--- src/rtl/instruction_fetch_unit_pkg.sv ---
// Shared definitions for the instruction fetch unit: opcode constants, the
// bubble encoding, fetch FSM state codes and the IF/ID register layout.
package instruction_fetch_unit_pkg;

  localparam logic [6:0]  OPCODE_JAL    = 7'b1101111;
  localparam logic [6:0]  OPCODE_JALR   = 7'b1100111;
  localparam logic [6:0]  OPCODE_BRANCH = 7'b1100011;
  localparam logic [31:0] NOP_ENC       = 32'h0000_0013;  // addi x0,x0,0

  typedef enum logic [1:0] {
    ST_BOOT  = 2'd0,
    ST_FETCH = 2'd1,
    ST_DRAIN = 2'd2
  } fetch_state_e;

  typedef struct packed {
    logic [31:0] pc;
    logic [31:0] instr;
    logic        valid;
  } if_id_t;

  // J-type immediate, sign-extended to 32 bits.
  function automatic logic [31:0] jal_imm(input logic [31:0] instr);
    return {{11{instr[31]}}, instr[31], instr[19:12], instr[20], instr[30:21], 1'b0};
  endfunction

endpackage

--- src/rtl/instruction_fetch_unit_if.sv ---
// Fetch-stage bus bundle: instruction-memory read port, hazard/redirect
// controls from the pipeline, and the IF/ID register outputs.
//   master : the fetch unit (drives imem_addr/imem_read and IF/ID)
//   slave  : memory + pipeline side
interface instruction_fetch_unit_if;
  logic [31:0] imem_addr;
  logic        imem_read;
  logic        imem_busy;
  logic [31:0] imem_instr;
  logic        stall;
  logic        branch_taken;
  logic [31:0] branch_target;
  logic [31:0] if_id_pc;
  logic [31:0] if_id_instruction;
  logic        if_id_valid;
  logic        if_id_predicted;

  modport master (
    output imem_addr, imem_read, if_id_pc, if_id_instruction, if_id_valid, if_id_predicted,
    input  imem_busy, imem_instr, stall, branch_taken, branch_target
  );

  modport slave (
    input  imem_addr, imem_read, if_id_pc, if_id_instruction, if_id_valid, if_id_predicted,
    output imem_busy, imem_instr, stall, branch_taken, branch_target
  );
endinterface

--- src/rtl/instruction_fetch_unit_jal_predecoder.sv ---
// Combinational JAL predecoder: flags a JAL and computes its target.
//   instr_i  : fetched instruction
//   pc_i     : address it was fetched from
//   is_jal_o : opcode is JAL
//   target_o : pc_i + J-immediate
module jal_predecoder
  import instruction_fetch_unit_pkg::*;
(
  input  logic [31:0] instr_i,
  input  logic [31:0] pc_i,
  output logic        is_jal_o,
  output logic [31:0] target_o
);
  assign is_jal_o = (instr_i[6:0] == OPCODE_JAL);
  assign target_o = pc_i + jal_imm(instr_i);
endmodule

--- src/rtl/instruction_fetch_unit.sv ---
// IF stage: owns the PC, issues instruction-memory reads and loads the IF/ID
// register. Handles hazard stalls, EX redirects and multi-cycle memory.
// Optional feature macro: JAL_PREDECODE_EN (redirect JALs in IF and mark them
// predicted; otherwise if_id_predicted is tied 0).
// Ports:
//   clk_i  : clock, all state on rising edge
//   rst_ni : asynchronous active-low reset
//   bus    : instruction_fetch_unit_if.master (imem port, stall/redirect, IF/ID)
module instruction_fetch_unit
  import instruction_fetch_unit_pkg::*;
#(
  parameter logic [31:0] RESET_PC  = 32'h0000_0000,
  parameter logic [31:0] NOP_INSTR = NOP_ENC
) (
  input  logic                      clk_i,
  input  logic                      rst_ni,
  instruction_fetch_unit_if.master  bus
);

  fetch_state_e state_q;
  logic [31:0]  pc_q;
  logic [31:0]  tgt_q;
  logic         read_q;
  if_id_t       ifid_q;
  logic [31:0]  seq_pc;
  logic [31:0]  redir_pc;

  assign redir_pc = {bus.branch_target[31:2], 2'b00};

`ifdef JAL_PREDECODE_EN
  logic        is_jal;
  logic [31:0] jal_tgt;
  logic        pred_q;

  jal_predecoder u_jal_predecoder (
    .instr_i  (bus.imem_instr),
    .pc_i     (pc_q),
    .is_jal_o (is_jal),
    .target_o (jal_tgt)
  );

  assign seq_pc              = is_jal ? jal_tgt : pc_q + 32'd4;
  assign bus.if_id_predicted = pred_q;

  // Prediction flag tracks the IF/ID register: set only when an accepted
  // response is a JAL, cleared whenever a bubble or other instruction loads.
  always_ff @(posedge clk_i or negedge rst_ni) begin
    if (!rst_ni) begin
      pred_q <= 1'b0;
    end else if (bus.branch_taken) begin
      pred_q <= 1'b0;
    end else if (state_q == ST_FETCH && !bus.stall) begin
      pred_q <= !bus.imem_busy && is_jal;
    end else if (state_q == ST_DRAIN) begin
      pred_q <= 1'b0;
    end
  end
`else
  assign seq_pc              = pc_q + 32'd4;
  assign bus.if_id_predicted = 1'b0;
`endif

  always_ff @(posedge clk_i or negedge rst_ni) begin
    if (!rst_ni) begin
      state_q <= ST_BOOT;
      pc_q    <= RESET_PC;
      tgt_q   <= '0;
      read_q  <= 1'b0;
      ifid_q  <= '{pc: '0, instr: NOP_INSTR, valid: 1'b0};
    end else if (bus.branch_taken) begin
      ifid_q <= '{pc: '0, instr: NOP_INSTR, valid: 1'b0};
      read_q <= 1'b1;
      // An outstanding access must complete before the address may change,
      // so park the target and drain. A redirect inside DRAIN only retargets.
      if ((state_q == ST_FETCH || state_q == ST_DRAIN) && bus.imem_busy) begin
        tgt_q   <= redir_pc;
        state_q <= ST_DRAIN;
      end else begin
        pc_q    <= redir_pc;
        state_q <= ST_FETCH;
      end
    end else begin
      unique case (state_q)
        ST_BOOT: begin
          state_q <= ST_FETCH;
          read_q  <= 1'b1;
        end
        ST_FETCH: begin
          if (!bus.stall) begin
            if (bus.imem_busy) begin
              ifid_q <= '{pc: '0, instr: NOP_INSTR, valid: 1'b0};
            end else begin
              ifid_q <= '{pc: pc_q, instr: bus.imem_instr, valid: 1'b1};
              pc_q   <= seq_pc;
            end
          end
        end
        ST_DRAIN: begin
          // Data returned here belongs to the pre-redirect path: dropped.
          ifid_q <= '{pc: '0, instr: NOP_INSTR, valid: 1'b0};
          if (!bus.imem_busy) begin
            pc_q    <= tgt_q;
            state_q <= ST_FETCH;
          end
        end
        default: state_q <= ST_BOOT;
      endcase
    end
  end

  assign bus.imem_addr         = pc_q;
  assign bus.imem_read         = read_q;
  assign bus.if_id_pc          = ifid_q.pc;
  assign bus.if_id_instruction = ifid_q.instr;
  assign bus.if_id_valid       = ifid_q.valid;

endmodule
--- src/flat_wrapper.sv ---
// flat-port wrapper written by rule: the top's interface ports become plain ports
module instruction_fetch_unit_flat import instruction_fetch_unit_pkg::*;
#(
  parameter logic [31:0] RESET_PC  = 32'h0000_0000,
  parameter logic [31:0] NOP_INSTR = NOP_ENC
)
  (clk_i, rst_ni, bus_imem_addr, bus_imem_read, bus_if_id_pc, bus_if_id_instruction, bus_if_id_valid, bus_if_id_predicted, bus_imem_busy, bus_imem_instr, bus_stall, bus_branch_taken, bus_branch_target);
  instruction_fetch_unit_if bus_i ();
  input  logic clk_i;
  input  logic rst_ni;
  output wire logic [$bits(bus_i.imem_addr)-1:0] bus_imem_addr;
  output wire logic [$bits(bus_i.imem_read)-1:0] bus_imem_read;
  output wire logic [$bits(bus_i.if_id_pc)-1:0] bus_if_id_pc;
  output wire logic [$bits(bus_i.if_id_instruction)-1:0] bus_if_id_instruction;
  output wire logic [$bits(bus_i.if_id_valid)-1:0] bus_if_id_valid;
  output wire logic [$bits(bus_i.if_id_predicted)-1:0] bus_if_id_predicted;
  input wire logic [$bits(bus_i.imem_busy)-1:0] bus_imem_busy;
  input wire logic [$bits(bus_i.imem_instr)-1:0] bus_imem_instr;
  input wire logic [$bits(bus_i.stall)-1:0] bus_stall;
  input wire logic [$bits(bus_i.branch_taken)-1:0] bus_branch_taken;
  input wire logic [$bits(bus_i.branch_target)-1:0] bus_branch_target;
  assign bus_imem_addr = bus_i.imem_addr;
  assign bus_imem_read = bus_i.imem_read;
  assign bus_if_id_pc = bus_i.if_id_pc;
  assign bus_if_id_instruction = bus_i.if_id_instruction;
  assign bus_if_id_valid = bus_i.if_id_valid;
  assign bus_if_id_predicted = bus_i.if_id_predicted;
  assign bus_i.imem_busy = bus_imem_busy;
  assign bus_i.imem_instr = bus_imem_instr;
  assign bus_i.stall = bus_stall;
  assign bus_i.branch_taken = bus_branch_taken;
  assign bus_i.branch_target = bus_branch_target;
  instruction_fetch_unit #(.RESET_PC(RESET_PC), .NOP_INSTR(NOP_INSTR)) u_core (.clk_i(clk_i), .rst_ni(rst_ni), .bus(bus_i));
endmodule
--- config.mk ---
export PLATFORM = sky130hd
export DESIGN_NAME = instruction_fetch_unit_flat
export DESIGN_NICKNAME = d
export VERILOG_FILES = /design/src/rtl/instruction_fetch_unit_pkg.sv /design/src/rtl/instruction_fetch_unit_if.sv /design/src/rtl/instruction_fetch_unit_jal_predecoder.sv /design/src/rtl/instruction_fetch_unit.sv /design/src/flat_wrapper.sv
export SDC_FILE = /design/constraint.sdc
export NUM_CORES = 1
export LEC_CHECK = 0
export CORE_MARGIN = 2
export CORE_UTILIZATION = 48
export CTS_CLUSTER_SIZE = 12
export DETAILED_ROUTE_END_ITERATION = 6
export PLACE_DENSITY = 0.9
export SETUP_SLACK_MARGIN = 0.3
export SLEW_MARGIN = 25
export SYNTH_ARGS = -nofsm -noshare
export SYNTH_HDL_FRONTEND = slang
export SYNTH_SLANG_ARGS = --single-unit
--- constraint.sdc ---
create_clock -name clk_i -period 2.54 [get_ports clk_i]
set_input_delay 0.508 -clock clk_i [delete_from_list [all_inputs] [get_ports clk_i]]
set_output_delay 0.508 -clock clk_i [all_outputs]
set_load 0.005 [all_outputs]
; ---- Word level (Yosys, flattened, before mapping)
; Index checks and enable logic that the tools add are counted.
; W data, S select, Z words.
[classes]
add_sub_neg = 1
eq_ne = 7
muxes = 16
reduce_logical = 9
[ops]
columns = op, count
row1 = $mux W65, 3
row2 = $mux W32, 5
row3 = $pmux W65 S2, 1
row4 = $pmux W32 S2, 1
row5 = $add A32 B3 Y32 const B, 1
row6 = $ne A3 B3 Y1 const B, 3
row7 = $mux W2, 3
row8 = $pmux W2 S3, 1
row9 = $reduce_and A2 Y1, 3
row10 = $reduce_and A5 Y1, 1
row11 = $ne A2 B2 Y1 const B, 2
row12 = $reduce_bool A3 Y1, 1
row13 = $eq A2 B1 Y1 const B, 1
row14 = $eq A2 B2 Y1 const B, 1
row15 = $logic_not A2 Y1, 1
row16 = $mux W1, 2
row17 = $reduce_bool A2 Y1, 1
row18 = $logic_and A1 B1 Y1, 1
row19 = $logic_or A1 B1 Y1, 1
[totals]
ff_bits = 130

; ---- Longest topological paths before layout
[logic_depth]
depth_word = 5
depth_mapped = 9
ltp_nobuf = 7

; ---- Least setup slack after synthesis
; No wires, ideal clock.
[synth_timing]
path_kind = reg-to-reg
startpoint = register u_core.state_q[0]
endpoint = register u_core.pc_q[31] (netlist: u_core.bus.imem_addr[31])
setup_ps = 123
arrival_time_ps = 1758
t_required_ps = 2417
path_slack_ps = 659
stages_incl_launch_ff = 9
n_path_buf = 2
cell_sequence = dfrtp_1 inv_1 ha_1 or2_2 clkbuf_1 nor2_1 buf_2 nand2_1 o221a_2
[synth_between]
elab_chain_len = 5
word_cells_on_any_way = 12
[synth_lines]
columns = item, line
row1 = "start, declared", instruction_fetch_unit.sv:20  ; fetch_state_e state_q;
row2 = "start signal, assigned", instruction_fetch_unit.sv:65  ; state_q <= ST_BOOT;
row3 = "start signal, assigned", instruction_fetch_unit.sv:77  ; state_q <= ST_DRAIN;
row4 = "start signal, assigned", instruction_fetch_unit.sv:80  ; state_q <= ST_FETCH;
row5 = $eq A2 B1 Y1 / $eq A2 B2 Y1 (equally long branches), "instruction_fetch_unit.sv:75, instruction_fetch_unit.sv:83"
row6 = $logic_or A1 B1 Y1, instruction_fetch_unit.sv:75  ; if ((state_q == ST_FETCH || state_q == ST_DRAIN) && bus.imem_busy) begin
row7 = $logic_and A1 B1 Y1, instruction_fetch_unit.sv:75
row8 = $ne A2 B2 Y1 (no line), n/a
row9 = $reduce_and A5 Y1 (no line), n/a
row10 = "end signal, assigned", instruction_fetch_unit.sv:79  ; pc_q <= redir_pc;
row11 = "end signal, assigned", instruction_fetch_unit.sv:94  ; pc_q <= seq_pc;
row12 = "end signal, assigned", instruction_fetch_unit.sv:102  ; pc_q <= tgt_q;
row13 = "end, declared", instruction_fetch_unit.sv:21  ; logic [31:0] pc_q;
; Several ways; a longest one is shown, not always the timed one.
; A chain may end at the register's enable or synchronous reset.

; ---- Final worst setup path
[layout_timing]
startpoint = register u_core.state_q[0]
endpoint = register u_core.pc_q[28] (netlist: u_core.bus.imem_addr[28])
; The elaborated chain is that of the path after synthesis.

==> reports/qor.csv <==
metric,value,unit
outcome,"complete, no violations",
die_area,0.0129,mm^2
insertion_delay,0.42,ns
grt_usage,25.5,%
powerDensity,1090,mW/mm^2
start_util,48.6,%
routed-via-count,5006,
drc,0,
critPathKind,flop to flop,
cts_tree,yes,
cp_num_buf_inv,1,
setup_ws,0.390,ns
async_flop_share,100,%
period_minus_slack,2.15,ns
synth.distinct_cells,54,
fin_cells,836,
core_area,0.0119,mm^2
syn_to_final_growth,40.9,%
synth_area_leaders,"dfrtp_1 (54%), a22o_1 (8.4%), mux2_2 (5.9%)",
placed_cells,804,
synth-edff-count,0,
cts_sinks,127,
synth_flop_cell,dfrtp_1,
postCtsSetupRepairBufs,0,
rsz0062_at_grt,no,
cp_data_arrival_time,2.43,ns
finClkSkew,0.0129,ns
worstSetupStartpointType,flop,
switchingPower,2.92,mW
slowest_delay,0.42,ns
grt_pass1_vias,4926,
gp_congestion,0.909,
worstHoldPathType,input port to asynchronous set/reset pin,
nets,749,
grt_pass1_wl,25700,um
drt_wl_total,15900,um
fillers,864,
yosys_register_bits,127,
hold_ws,0.0612,ns
core.rowCount,40,
drt_iter0_drc,619,
slew_headroom,63.7,%
finalCritPeriodShare,84.6,%
fp.dieH,114,um
dpl_cell_area,0.00760,mm^2
synth_top_area_share,53.9,%
drive_gt1_share,14.1,%
total_power,8.86,mW
power.internal,5.94,mW
p_sw_share,32.9,%
post_drt_wl_per_cell,19.0,um
tightest_slew,0.543,ns
ys_seq_area_share,55.2,%
fin_area,0.00812,mm^2
crit_required,2.82,ns
clk_pin_slew_worst_paths,0.06,ns
drv_cap,0,
ir_drop,506,uV
num_io_pins,168,
fp.dieW,114,um
synth.most_common_cell,dfrtp_1,
critPathSlowestCell,nor3_1,
grt-ovfl-total,0,
cpLargestDelayFamily,simple AND/OR/NAND/NOR gates,
yosysWarnings,0,
dp_hpwl,11100,um
final_antenna_net_count,0,
hold_viol,0,
setup_viol,0,
yosysTopAreaCell,dfrtp_1,
clockRootBuffer,clkbuf_16,
antenna_found_initial,0,
grt_max_degree,63,
post-place-ws,0.133,ns
leakagePower,3.41,nW
power_frac_comb,36.5,%
io_buffers,162,
tns,0,ns
netlist_area,0.00576,mm^2
slew_viol_final,0,
firstDrtPassIters,5,
path_cells,"inv_1, ha_1, nor2b_1, o32a_1, nand2_1, nor3_1, a311oi_1",
crit_fanout,3,
final_util,68.4,%
endpoint_kind,flop,
pwr-share-seq,40.0,%
cts_made_buffers,17,
avgViaCountPerCell,5.99,
cts_buffer_depth,2,
cts_max_level,4,
yosys-top-cells-count,"dfrtp_1 (124), a22o_1 (55), a21oi_1 (46)",
avgSynthCellArea,11.2,um^2
timing.fmax,0.465,GHz
synthCells,515,
antenna-diode-count,0,
clkPwrFrac,23.5,%
[flip-flops by register name, summed over array words and instances (netlist names)]
register / count
u_core.bus.if_id_instruction: 32
u_core.bus.imem_addr: 30
u_core.tgt_q: 30
u_core.state_q: 2
u_core.bus.if_id_valid: 1
u_core.bus.if_id_pc: 31
u_core.bus.imem_read: 1
[area by class of cell]
type / count / area (um^2) / area share (%)
Sequential cell: 127 / 3180 / 39.2
Inverter: 8 / 30.0 / 0.370
Timing Repair Buffer: 184 / 1830 / 22.6
Clock buffer: 29 / 490 / 6.04
Clock inverter: 3 / 15.0 / 0.185
Multi-Input combinational cell: 338 / 2380 / 29.3
Tap cell: 147 / 184 / 2.27
[layout by cell type (no fill, tap or decap), drive strengths merged, types with 2 or more instances in the layout]
master and n:
a211oi 7, a21oi 46, a22o 55, a311oi 4, a31oi 3, and2 3, and3 7, and4 3
buf 23, clkbuf 29, clkdlybuf4s50 161, clkinv 4, conb 3, dfrtp 124, dfstp 3, ha 4
inv 7, mux2 30, mux2i 4, nand2 29, nand3 11, nand4 8, nor2 26, nor2b 4
nor3 9, nor4 3, o211ai 8, o21a 4, o21ai 24, o22a 4, o22ai 14, o32a 4
or2 2, or3 6, or4 3
[timing repair]
item                       4_1_cts  5_1_grt
hold buffers                     0        0
setup endpoints to repair        0        1
resized for setup                0        2
[power by group through the flow]
stage	sequential [mW]	combinational, mW	clock, mW
final	3.54	3.23	2.08
after global routing	3.63	3.51	2.21
after global placement	3.48	3.11	0
after CTS	3.52	3.24	2.12
after detailed placement	3.54	3.21	0
after floorplan	3.37	1.59	0
[final timing paths]
path / to / depth (start not counted) / slack [ns] / from
max in group asynchronous: u_core.bus.if_id_instruction[20] / 2 / 1.72 / rst_ni
min: u_core.tgt_q[4] / 1 / 0.06 / rst_ni
min reg2reg: u_core.bus.if_id_valid / 2 / 0.48 / u_core.bus.if_id_valid
max: u_core.bus.imem_addr[28] / 7 / 0.39 / u_core.state_q[0]
min in group clk_i: u_core.bus.if_id_valid / 2 / 0.48 / u_core.bus.if_id_valid
max reg2reg: u_core.bus.imem_addr[28] / 7 / 0.39 / u_core.state_q[0]
[metal layers]
| metal | wire [um] | vias to the layer above | track usage, % |
|---|---|---|---|
| met1 | 6870 | 2435 | 34.3 |
| met2 | 7360 | 262 | 40.1 |
| met4 | 487 | 0 | 10.0 |
| met3 | 1150 | 48 | 6.64 |
| li1 | - | 2261 | - |
| met5 | 0 | - | 0 |
[worst reg2reg max path, delay by kind of cell (launching register included)]
kind	cells	cell delay, ns
and+or+nand+nor	3	0.76
AOI/OAI and AO/OA	2	0.46
DFF	1	0.40
adders and majority gates	1	0.31
buffers and inverters	1	0.09
[logic make-up after synthesis]
logic type                 share of synthesized area, %
AOI/OAI and AO/OA                                  22.2
xor gates and xnor gates                          0.152
adders and majority gates                         0.869
buffers and inverters                              4.13
DFF                                                55.2
muxes                                              6.56
other                                            0.0651
and+or+nand+nor                                    10.8
(Power assumes the default switching activity.)
